[src/rtl/f_accum_pkg.sv]
// f_accum_pkg: shared definitions for the serial FP accumulator slice.
//   state_t      : accumulator FSM state encoding (IDLE, WAIT, DONE)
//   FP_ZERO      : IEEE-754 single +0.0, the accumulator restart value
//   ADD_WAIT_MIN : shortest operand hold that covers the adder's 4-state period
package f_accum_pkg;

  typedef enum logic [1:0] {
    ST_IDLE = 2'd0,
    ST_WAIT = 2'd1,
    ST_DONE = 2'd2
  } state_t;

  localparam logic [31:0] FP_ZERO      = 32'h0000_0000;
  localparam int          ADD_WAIT_MIN = 8;

endpackage

[src/rtl/f_accumseq.sv]
// f_accumseq: serial single-precision accumulator, initiator side of the
// f_adderseq operand/sum interface. Each accepted word is presented to the
// adder together with the running sum; the adder result is captured after
// ADD_WAIT cycles. A word flagged last ends the accumulation and the total is
// presented for one cycle.
//   clk18, rst18            : clock, synchronous active-high reset
//   in_valid18/in_ready18   : input word handshake
//   in_data18, in_last18    : IEEE-754 word, end-of-accumulation flag
//   add_a18, add_b18        : adder operands (running sum, latched word)
//   add_sum18               : adder result
//   sum_valid18             : one-cycle pulse, final sum valid
//   sum_out18, count18      : final sum and number of words in it
module f_accumseq
  import f_accum_pkg::*;
#(
  parameter int ADD_WAIT = 8,
  parameter int CNT_W    = 16
) (
  input  logic             clk18,
  input  logic             rst18,
  input  logic             in_valid18,
  input  logic [31:0]      in_data18,
  input  logic             in_last18,
  output logic             in_ready18,
  output logic [31:0]      add_a18,
  output logic [31:0]      add_b18,
  input  logic [31:0]      add_sum18,
  output logic             sum_valid18,
  output logic [31:0]      sum_out18,
  output logic [CNT_W-1:0] count18
);

  // A hold shorter than the adder period would sample a stale sum.
  localparam int WAIT_N = (ADD_WAIT < ADD_WAIT_MIN) ? ADD_WAIT_MIN : ADD_WAIT;
  localparam int WCNT_W = $clog2(WAIT_N);
  localparam logic [WCNT_W-1:0] WCNT_LAST = WCNT_W'(WAIT_N - 1);

  state_t            state;
  logic [WCNT_W-1:0] wcnt;
  logic [31:0]       acc;
  logic [31:0]       opnd;
  logic              lastq;
  logic [CNT_W-1:0]  ecnt;

  // Operands come straight from registers, so they stay constant for the
  // whole WAIT state.
  assign add_a18 = acc;
  assign add_b18 = opnd;

  always_ff @(posedge clk18) begin
    if (rst18) begin
      state       <= ST_IDLE;
      wcnt        <= '0;
      acc         <= FP_ZERO;
      opnd        <= FP_ZERO;
      lastq       <= 1'b0;
      ecnt        <= '0;
      in_ready18  <= 1'b1;
      sum_valid18 <= 1'b0;
      sum_out18   <= FP_ZERO;
      count18     <= '0;
    end else begin
      case (state)
        ST_IDLE: begin
          if (in_valid18 && in_ready18) begin
            opnd       <= in_data18;
            lastq      <= in_last18;
            if (ecnt != '1)
              ecnt <= ecnt + CNT_W'(1);
            wcnt       <= '0;
            in_ready18 <= 1'b0;
            state      <= ST_WAIT;
          end
        end
        ST_WAIT: begin
          if (wcnt == WCNT_LAST) begin
            // Only this cycle's adder output is trusted.
            acc <= add_sum18;
            if (lastq) begin
              sum_out18   <= add_sum18;
              count18     <= ecnt;
              sum_valid18 <= 1'b1;
              state       <= ST_DONE;
            end else begin
              in_ready18 <= 1'b1;
              state      <= ST_IDLE;
            end
          end else begin
            wcnt <= wcnt + WCNT_W'(1);
          end
        end
        ST_DONE: begin
          acc         <= FP_ZERO;
          ecnt        <= '0;
          sum_valid18 <= 1'b0;
          in_ready18  <= 1'b1;
          state       <= ST_IDLE;
        end
        default: begin
          in_ready18  <= 1'b1;
          sum_valid18 <= 1'b0;
          state       <= ST_IDLE;
        end
      endcase
    end
  end

endmodule

[config.mk]
export PLATFORM = sky130hd
export DESIGN_NAME = f_accumseq
export DESIGN_NICKNAME = d
export VERILOG_FILES = /design/src/rtl/f_accum_pkg.sv /design/src/rtl/f_accumseq.sv
export SDC_FILE = /design/constraint.sdc
export NUM_CORES = 1
export LEC_CHECK = 0
export ABC_CLOCK_PERIOD_IN_PS = 1660
export BUFFER_PORTS_ARGS = -buffer_cell sky130_fd_sc_hd__buf_2
export CAP_MARGIN = 10
export CORE_MARGIN = 1
export CORE_UTILIZATION = 30
export DETAILED_ROUTE_END_ITERATION = 10
export GPL_ROUTABILITY_DRIVEN = 0
export SYNTH_ARGS = -nofsm -noshare
export SYNTH_HDL_FRONTEND = slang
export SYNTH_SLANG_ARGS = --single-unit
[constraint.sdc]
create_clock -name clk18 -period 1.66 [get_ports clk18]
set_clock_uncertainty 0.1 [all_clocks]
set_input_delay 0.083 -clock clk18 [delete_from_list [all_inputs] [get_ports clk18]]
set_output_delay 0.083 -clock clk18 [all_outputs]
set_load 0.02 [all_outputs]
==> qor.yml, run 1 <==
status: "finished, violations left"
violations: "negative setup slack"
routedWlPerCell_um: 13.7
mostFrequentLayoutCell: "nand2_1"
die_h_um: 132
multi_input_area_mm2: 0.00227
antenna_found_initial: 0
cts_sinks: 136
routed-via-count: 5412
hold_path_class: "primary input to register"
ys_seq_area_frac: 0.535
cts_tree: "done"
crit_slowest_cell: "dfxtp_2"
regArea_mm2: 0.00274
cap_violations: 0
io_buffers: 181
grt_use_total: 0.179
critPathLaunchType: "register"
clkTransAtPathRegs_ns: 0.06
grt_max_degree: 43
vias_per_cell: 4.67
setup_ws_ns: -0.0330
htree_levels: 4
reg2reg_from: "ecnt[0]$_SDFFE_PP0P_"
grt_pass1_wl_um: 25200
clk_path_buf_depth: 2
drc_errors: 0
die_width_um: 132
dr.pass1.iters: 8
max_slew_margin: 0.805
slew_viol_final: 0
nFillCells: 1627
grt_pass1_vias: 5156
mostFrequentLayoutCells: "nand2_1 (203), buf_2 (181), a21oi_1 (126), dfxtp_1 (126), dlygate4sd3_1 (66)"
crit_required_ns: 1.90
rows: 47
peakVddDrop_mv: 0.709
synth_area_mm2: 0.00509
startpoint: "ecnt[0]$_SDFFE_PP0P_"
start_util: 0.307
root_buffer: "clkbuf_16"
yosys_warnings: 0
layout-drive-gt1-share: 0.329
insertion_delay_ns: 0.41
crit_type: "register to register"
dp_slack_ns: -0.118
n_antenna_cell: 0
rsz0062_at_grt: "yes"
fin_util: 0.493
io_pins: 182
core_mm2: 0.0166
cp_max_fo: 3
p_leak_uw: 0.00350
syn_avg_cell_area_um2: 7.91
final-hold-violation-count: 0
synth_seq_cells: 136
numCtsBuffers: 17
grt-ovfl-total: 0
reg2reg_slack_ns: -0.03
cp-end-kind: "register"
wl_um: 15900
worstSetupEndpoint: "ecnt[10]$_SDFFE_PP0P_"
finalSetupViolCount: 2
ant_nets: 0
post-dp-hpwl_um: 9880
crit_chain: "ha_4, nand3_4, buf_6, nor3_4, nand3_1, or3_1, a21oi_2"
nets: 997
r2r-end: "ecnt[10]$_SDFFE_PP0P_"
worst_pin_slew_ns: 0.289
yosysUniqueCellTypes: 40
arrival_ns: 1.94
drt_iter0_markers: 189
max_freq_mhz: 591
fin_crit_ns: 1.69
reg2regPathDepth: 7
synth_ff_type: "dfxtp_1"
area_growth_pct: 60.7
post-route-period-util: 1.02
async_flop_share: 0
slowest_delay_ns: 0.37
dieArea_mm2: 0.0175
synthCells: 644
synthesis.nets: 715
synth_edf_count: 0
p_per_area_mw_per_mm2: 1010
worst max-delay path: cells and delay by family, from the launching register on:
kind | cells | cell delay [ns]
fa+ha+maj | 1 | 0.15
simple gates | 4 | 0.76
buf+inv | 1 | 0.13
compound gates | 1 | 0.11
flops | 1 | 0.37
per-stage QoR:
step / instances / area (µm²) / setup TNS, ns / total power [µW] / hold slack [ns]
after floorplan: 644 / 5110 / -0.173 / 3700 / 0.119
after global routing: 1158 / 8180 / -0.551 / 8540 / 0.143
final: 1158 / 8180 / -0.0604 / 8240 / 0.109
after global placement: 1052 / 6650 / -0.637 / 3970 / 0.223
after detailed placement: 1052 / 6650 / -0.960 / 3970 / 0.230
after CTS: 1152 / 8000 / -0.0256 / 8270 / 0.0747
synthesized netlist by cell type, types with 5 or more instances:
library cell / number / area share
nand4b_1: 5 / 0.0086
nor2_1: 16 / 0.012
nand2_1: 205 / 0.15
o21ai_0: 6 / 0.0059
buf_2: 7 / 0.0069
dfxtp_1: 136 / 0.53
nand3_1: 40 / 0.039
clkbuf_1: 37 / 0.027
a21oi_1: 128 / 0.13
a31oi_1: 9 / 0.011
nor3_1: 6 / 0.0059
where the power goes:
part | switching (µW) | total, µW | leakage [µW] | internal, µW
combinational | 366 | 710 | 0.00208 | 343
clock | 1430 | 4160 | 0.000319 | 2740
sequential | 37.9 | 3370 | 0.00110 | 3330
total | 1830 | 8240 | 0.00350 | 6410
sequential cells by signal, summed over array words and instances (netlist names):
name	count
in_ready18	1
sum_out18	32
lastq	1
add_b18	32
ecnt	16
count18	16
add_a18	32
wcnt	3
sum_valid18	1
state	2
timing repair:
item                                    4_1_cts  5_1_grt
hold buffers                                 66        0
gates resized for setup                      11       30
setup buffers                                 3        4
endpoints found under the setup margin       13      130
pin swaps                                     2       11
cloned                                        0        2
endpoints found under the hold margin       112        0
how the worst min path moves through the flow:
stage                        startpoint                       end  slack, ns  cells after the start
after floorplan               in_last18        lastq$_SDFFE_PP0P_       0.12                      2
after global placement    in_data18[29]  add_b18[29]$_SDFFE_PP0P_       0.22                      3
after detailed placement   in_data18[0]   add_b18[0]$_SDFFE_PP0P_       0.23                      3
after CTS                    in_valid18   in_ready18$_SDFFE_PP1P_       0.07                      5
after global routing         in_valid18   in_ready18$_SDFFE_PP1P_       0.14                      5
final                        in_valid18   in_ready18$_SDFFE_PP1P_       0.11                      5
routing by layer:
metal  wire (µm)  GRT usage  vias up
met3         904     0.0531       22
met4         279     0.0728        0
met5           0          0        -
met2        7490      0.297      162
met1        7180      0.216     2486
li1            -          -     2742
final cells by class:
cell class,instances,share of cell area
multi-input combinational,457,0.278
clock inverter,12,0.0243
tap,220,0.0336
sequential,136,0.335
timing repair buffer,311,0.273
clock buffer,19,0.0554
inverter,3,0.00138
cell families (layout without fill, tap and decap cells):
family	count (synthesis)	after routing	synth area share
DFF	136	136	0.535
AOI/OAI and AO/OA	155	155	0.160
and+or+nand+nor	298	298	0.257
adders and majority gates	3	3	0.00737
buffers and inverters	51	345	0.0396
muxes	1	1	0.00197
No activity file was read; power rests on OpenSTA's default activity.
==> run 2: changes to the inputs <==
Settings changed: RECOVER_POWER set to 100.
==> run 2 against run 1 <==
The flow still finishes with violations (negative setup slack). Die area is the same. Total power shrank 0.25%. Sequential power about the same. Via count down 0.20%. Clock power hardly changed. Critical path type unchanged. Highest routed layer unchanged.
==> qor.yml, run 2 (synthesis gave the netlist of run 1 again) <==
rsz0062_at_grt: "yes"
violations: "negative setup slack"
wl_um: 15800  # -0.20%
grt_use_total: 0.179  # unchanged
status: "finished, violations left"
hold_path_class: "primary input to register"
fin_crit_ns: 1.70  # +0.00323 ns
dieArea_mm2: 0.0175  # unchanged
cts_sinks: 136  # unchanged
nets: 997  # unchanged
core_mm2: 0.0166  # unchanged
crit_type: "register to register"
crit_chain: "ha_4, nand3_4, buf_6, nor3_4, nand3_1, or3_1, a21oi_2"
start_util: 0.307  # unchanged
n_antenna_cell: 0  # unchanged
htree_levels: 4  # unchanged
max_slew_margin: 0.777  # -0.0278
die_width_um: 132  # unchanged
drt_iter0_markers: 215  # +14%
die_h_um: 132  # unchanged
clkTransAtPathRegs_ns: 0.06  # about the same
grt_max_degree: 43  # unchanged
area_growth_pct: 57.2
fin_area_mm2: 0.00801  # -2.2%
setup_ws_ns: -0.0362  # -0.00323 ns
slew_viol_final: 0  # unchanged
post-dp-hpwl_um: 9880  # unchanged
antenna_found_initial: 0  # unchanged
cts_tree: "done"
numCtsBuffers: 17  # unchanged
critPathLaunchType: "register"
grt_pass1_vias: 5156  # unchanged
cp_max_fo: 3  # unchanged
mostFrequentLayoutCell: "nand2_1"
clk_path_buf_depth: 2  # unchanged
crit_required_ns: 1.90  # about the same
cp-end-kind: "register"
routed-via-count: 5401  # -0.20%
final-hold-violation-count: 0  # unchanged
worst_pin_slew_ns: 0.336  # +0.0469 ns
crit_slowest_cell: "dfxtp_2"
peakVddDrop_mv: 0.709  # about the same
root_buffer: "clkbuf_16"
max_freq_mhz: 590  # -0.19%
critical_path.top_delay_family: "simple AND/OR/NAND/NOR gates"
dr.pass1.iters: 4  # -4
insertion_delay_ns: 0.41  # about the same
path_buf_inv: 1  # unchanged
vias_per_cell: 4.66  # -0.20%
arrival_ns: 1.94  # about the same
slowest_delay_ns: 0.37  # about the same
grt-ovfl-total: 0  # unchanged
rows: 47  # unchanged
post-route-period-util: 1.02  # +0.00195
drc_errors: 0  # unchanged
io_pins: 182  # unchanged
placed_area_mm2: 0.00665  # unchanged
tns_ns: -0.0658  # -0.00539 ns
finalSetupViolCount: 2  # unchanged
layout-drive-gt1-share: 0.206  # -0.124
p_per_area_mw_per_mm2: 1030  # +2.0%
io_buffers: 181  # unchanged
mostFrequentLayoutCells: "nand2_1 (203), a21oi_1 (126), dfxtp_1 (126), clkbuf_1 (114), buf_2 (67)"
grt_pass1_wl_um: 25200  # unchanged
p_leak_uw: 0.00300  # -14%
routedWlPerCell_um: 13.7  # -0.20%
cap_violations: 0  # unchanged
ant_nets: 0  # unchanged
## run 2: tightest hold or removal path, stage by stage
cell,delay (ns)
buf_2,0.13
buf_4,0.12
inv_1,0.03
a21oi_1,0.12
o21ai_0,0.08
## run 2: through the flow
step | setup slack (ns) | hold slack (ns) | utilization | std cells | power, µW
after CTS | -0.0161 | 0.0747 | 0.483 | 1152 | 8270
after global routing | -0.0889 | 0.143 | 0.483 | 1158 | 8520
after floorplan | -0.0513 | 0.119 | - | 644 | 3700
after detailed placement | -0.118 | 0.230 | 0.401 | 1052 | 3970
after global placement | -0.0940 | 0.223 | 0.401 | 1052 | 3970
final | -0.0362 | 0.103 | 0.483 | 1158 | 8220
## run 2: cell type report
class / instances / area [µm²]
Fill cell: 1684 / 8580
Sequential cell: 136 / 2740
Multi-Input combinational cell: 457 / 2270
Timing Repair Buffer: 311 / 2060
Clock buffer: 19 / 453
Tap cell: 220 / 275
Clock inverter: 12 / 199
Inverter: 3 / 11.3
## run 2: per-layer routing
metal	global-route usage	wire length [µm]	up-vias
li1	-	-	2746
met5	0	0	-
met2	0.297	7550	167
met1	0.216	7130	2472
met4	0.0728	214	0
met3	0.0531	922	16
## run 2: power by group
group          leakage, µW  total, µW  switching, µW  internal, µW
Sequential         0.00110       3370           38.9          3330
Clock             0.000319       4160           1420          2740
Combinational      0.00158        693            364           329
Total              0.00300       8220           1830          6390
## run 2: final timing paths
check / startpoint / end / slack, ns / depth (start not counted)
setup / recovery: ecnt[0]$_SDFFE_PP0P_ / ecnt[10]$_SDFFE_PP0P_ / -0.04 / 7
hold / removal: in_valid18 / in_ready18$_SDFFE_PP1P_ / 0.10 / 5
setup reg to reg: ecnt[0]$_SDFFE_PP0P_ / ecnt[10]$_SDFFE_PP0P_ / -0.04 / 7
hold reg to reg: sum_out18[16]$_SDFFE_PP0P_ / sum_out18[16]$_SDFFE_PP0P_ / 0.35 / 2
## run 2: what timing repair did
action	4_1_cts	5_1_grt
resized for setup	11	30
pin swaps	2	11
setup buffers	3	4
gates cloned	0	2
hold buffers	66	0
hold endpoints to repair	112	0
endpoints found under the setup margin	13	130
==> run 3: changes to the inputs <==
Settings changed: ABC_CLOCK_PERIOD_IN_PS 1660 to 1350.
Clock period 1.66 ns to 1.35 ns, I/O delays scaled along.
==> run 3 against run 2 <==
The run still ends with negative setup slack left. Sequential cell count did not move. Utilization is 11 points higher. Global-route usage up 6.1 points. Count of clock-buffer cells in the layout increased by 2. Design area is 22% higher. Sequential share of layout area decreased by 6.2 points. Total power up 19%. Critical path type unchanged. Critical endpoint is now ecnt[13]$_SDFFE_PP0P_. Largest power group unchanged.
==> qor.yml, run 3 (synthesis gave the netlist of run 1 again) <==
setup_ws_ns: -0.292  # -0.256 ns
hold_path_class: "primary input to register"
insertion_delay_ns: 0.42  # about the same
worst_pin_slew_ns: 0.456  # +0.120 ns
tns_ns: -28.34  # -28.27 ns
max_freq_mhz: 609  # +3.3%
htree_levels: 4  # unchanged
crit_slowest_cell: "or4_4"
reg2reg_from: "ecnt[5]$_SDFFE_PP0P_"
ant_nets: 0  # unchanged
worstSetupEndpoint: "ecnt[13]$_SDFFE_PP0P_"
cp_num_cells: 4  # -3
r2r-end: "ecnt[13]$_SDFFE_PP0P_"
path_buf_inv: 0  # -1
crit_required_ns: 1.60  # -0.30 ns
grt_pass1_vias: 6142  # +19%
final-hold-violation-count: 0  # unchanged
numCtsBuffers: 17  # unchanged
clkTransAtPathRegs_ns: 0.06  # about the same
routedWlPerCell_um: 16.8  # +23%
arrival_ns: 1.89  # -0.05 ns
cts_sinks: 136  # unchanged
io_pins: 182  # unchanged
root_buffer: "clkbuf_16"
routed-via-count: 6023  # +12%
power_uw: 9810  # +19%
n_antenna_cell: 0  # unchanged
placed_cells: 1065  # +1.2%
dieArea_mm2: 0.0175  # unchanged
slew_viol_final: 0  # unchanged
p_leak_uw: 0.00382  # +27%
mostFrequentLayoutCell: "dfxtp_1"
vias_per_cell: 4.91  # +5.3%
finalSetupViolCount: 133  # +131
max_slew_margin: 0.696  # -0.0810
grt_use_total: 0.240  # +0.0609
status: "finished, violations left"
io_buffers: 181  # unchanged
dr.pass1.iters: 5  # +1
critPathLaunchType: "register"
reg2regPathDepth: 4  # -3
die_width_um: 132  # unchanged
grt_pass1_wl_um: 32600  # +29%
clk_path_buf_depth: 2  # unchanged
min-delay-start: "in_valid18"
peakVddDrop_mv: 0.971  # +37%
nets: 1064  # +6.7%
p_clk_frac: 0.463  # -0.043
area_growth_pct: 92.5
wl_um: 20600  # +30%
layout-drive-gt1-share: 0.416  # +0.210
p_seq_frac: 0.422  # +0.012
grt-ovfl-total: 0  # unchanged
drt_iter0_markers: 264  # +23%
power_frac_comb: 0.115  # +0.031
violations: "negative setup slack"
slowest_delay_ns: 0.55  # +0.18 ns
rsz0062_at_grt: "yes"
grt_max_degree: 43  # unchanged
antenna_found_initial: 0  # unchanged
critical_path.top_delay_family: "simple AND/OR/NAND/NOR gates"
swShare: 0.254  # +0.0317
core_mm2: 0.0166  # unchanged
rows: 47  # unchanged
drc_errors: 0  # unchanged
reg2reg_slack_ns: -0.29  # -0.26 ns
cp-end-kind: "register"
start_util: 0.307  # unchanged
crit_type: "register to register"
fin_crit_ns: 1.64  # -0.0544 ns
die_h_um: 132  # unchanged
startpoint: "ecnt[5]$_SDFFE_PP0P_"
cts_tree: "done"
p_sw_uw: 2490  # +36%
p_per_area_mw_per_mm2: 1000  # -2.5%
cp_max_fo: 4  # +1
intPower_uw: 7320  # +15%
stdcell_count: 1226  # +5.9%
post-route-period-util: 1.22  # +0.194
crit_chain: "nand2_4, or4_4, or4_1, a31oi_1"
cap_violations: 0  # unchanged
post-dp-hpwl_um: 10300  # +3.9%
mostFrequentLayoutCells: "dfxtp_1 (123), clkbuf_1 (114), nand2_1 (106), a21oi_1 (84)"
## run 3: worst register-to-register path, cell delays in order, from the launching register on
cell	delay (ns)
dfxtp_2	0.35
nand2_4	0.05
or4_4	0.55
or4_1	0.40
a31oi_1	0.13
## run 3: metal layers
layer,vias up,track usage,part of all wire
met2,241,0.419,0.50
met1,2862,0.279,0.41
li1,2888,-,-
met3,32,0.0600,0.068
met4,0,0.0983,0.022
met5,-,0,0
## run 3: stage by stage
step | util | area, µm² | hold WS, ns | setup slack, ns
CTS | 0.594 | 9850 | 0.0530 | -0.297
global route | 0.591 | 9800 | 0.0845 | -0.342
global placement | 0.412 | 6830 | 0.208 | -0.321
finish | 0.591 | 9800 | 0.0644 | -0.292
detailed placement | 0.412 | 6830 | 0.212 | -0.325
floorplan | - | 5320 | 0.103 | -0.280
## run 3: what timing repair did
item	in CTS	in global routing
setup buffers	39	2
gates cloned	23	0
pin swaps	116	7
hold buffers	66	0
resized for setup	256	15
setup endpoints to repair	133	136
endpoints found under the hold margin	100	0
## run 3: worst min-delay path by stage
stage	to	slack, ns	cells past startpoint
4_1_cts	in_ready18$_SDFFE_PP1P_	0.05	5
3_3_place_gp	add_b18[25]$_SDFFE_PP0P_	0.21	3
3_5_place_dp	add_b18[25]$_SDFFE_PP0P_	0.21	3
6_report	in_ready18$_SDFFE_PP1P_	0.06	5
5_1_grt	in_ready18$_SDFFE_PP1P_	0.08	5
2_1_floorplan	lastq$_SDFFE_PP0P_	0.10	2
## run 3: area by class of cell
class	count	area, µm²
sequential	136	2750
timing repair buffer	378	3260
inverter	3	11.3
clock inverter	11	96.3
multi-input combinational	457	2940
fill	1448	6780
clock buffer	21	470
tap	220	275
## run 3: power by group through the flow
stage	logic [µW]	clock network [µW]	registers, µW
after floorplan	271	0	4310
after global placement	674	0	4220
after detailed placement	676	0	4220
after CTS	1130	4590	4130
after global routing	1210	4780	4140
final	1130	4540	4140
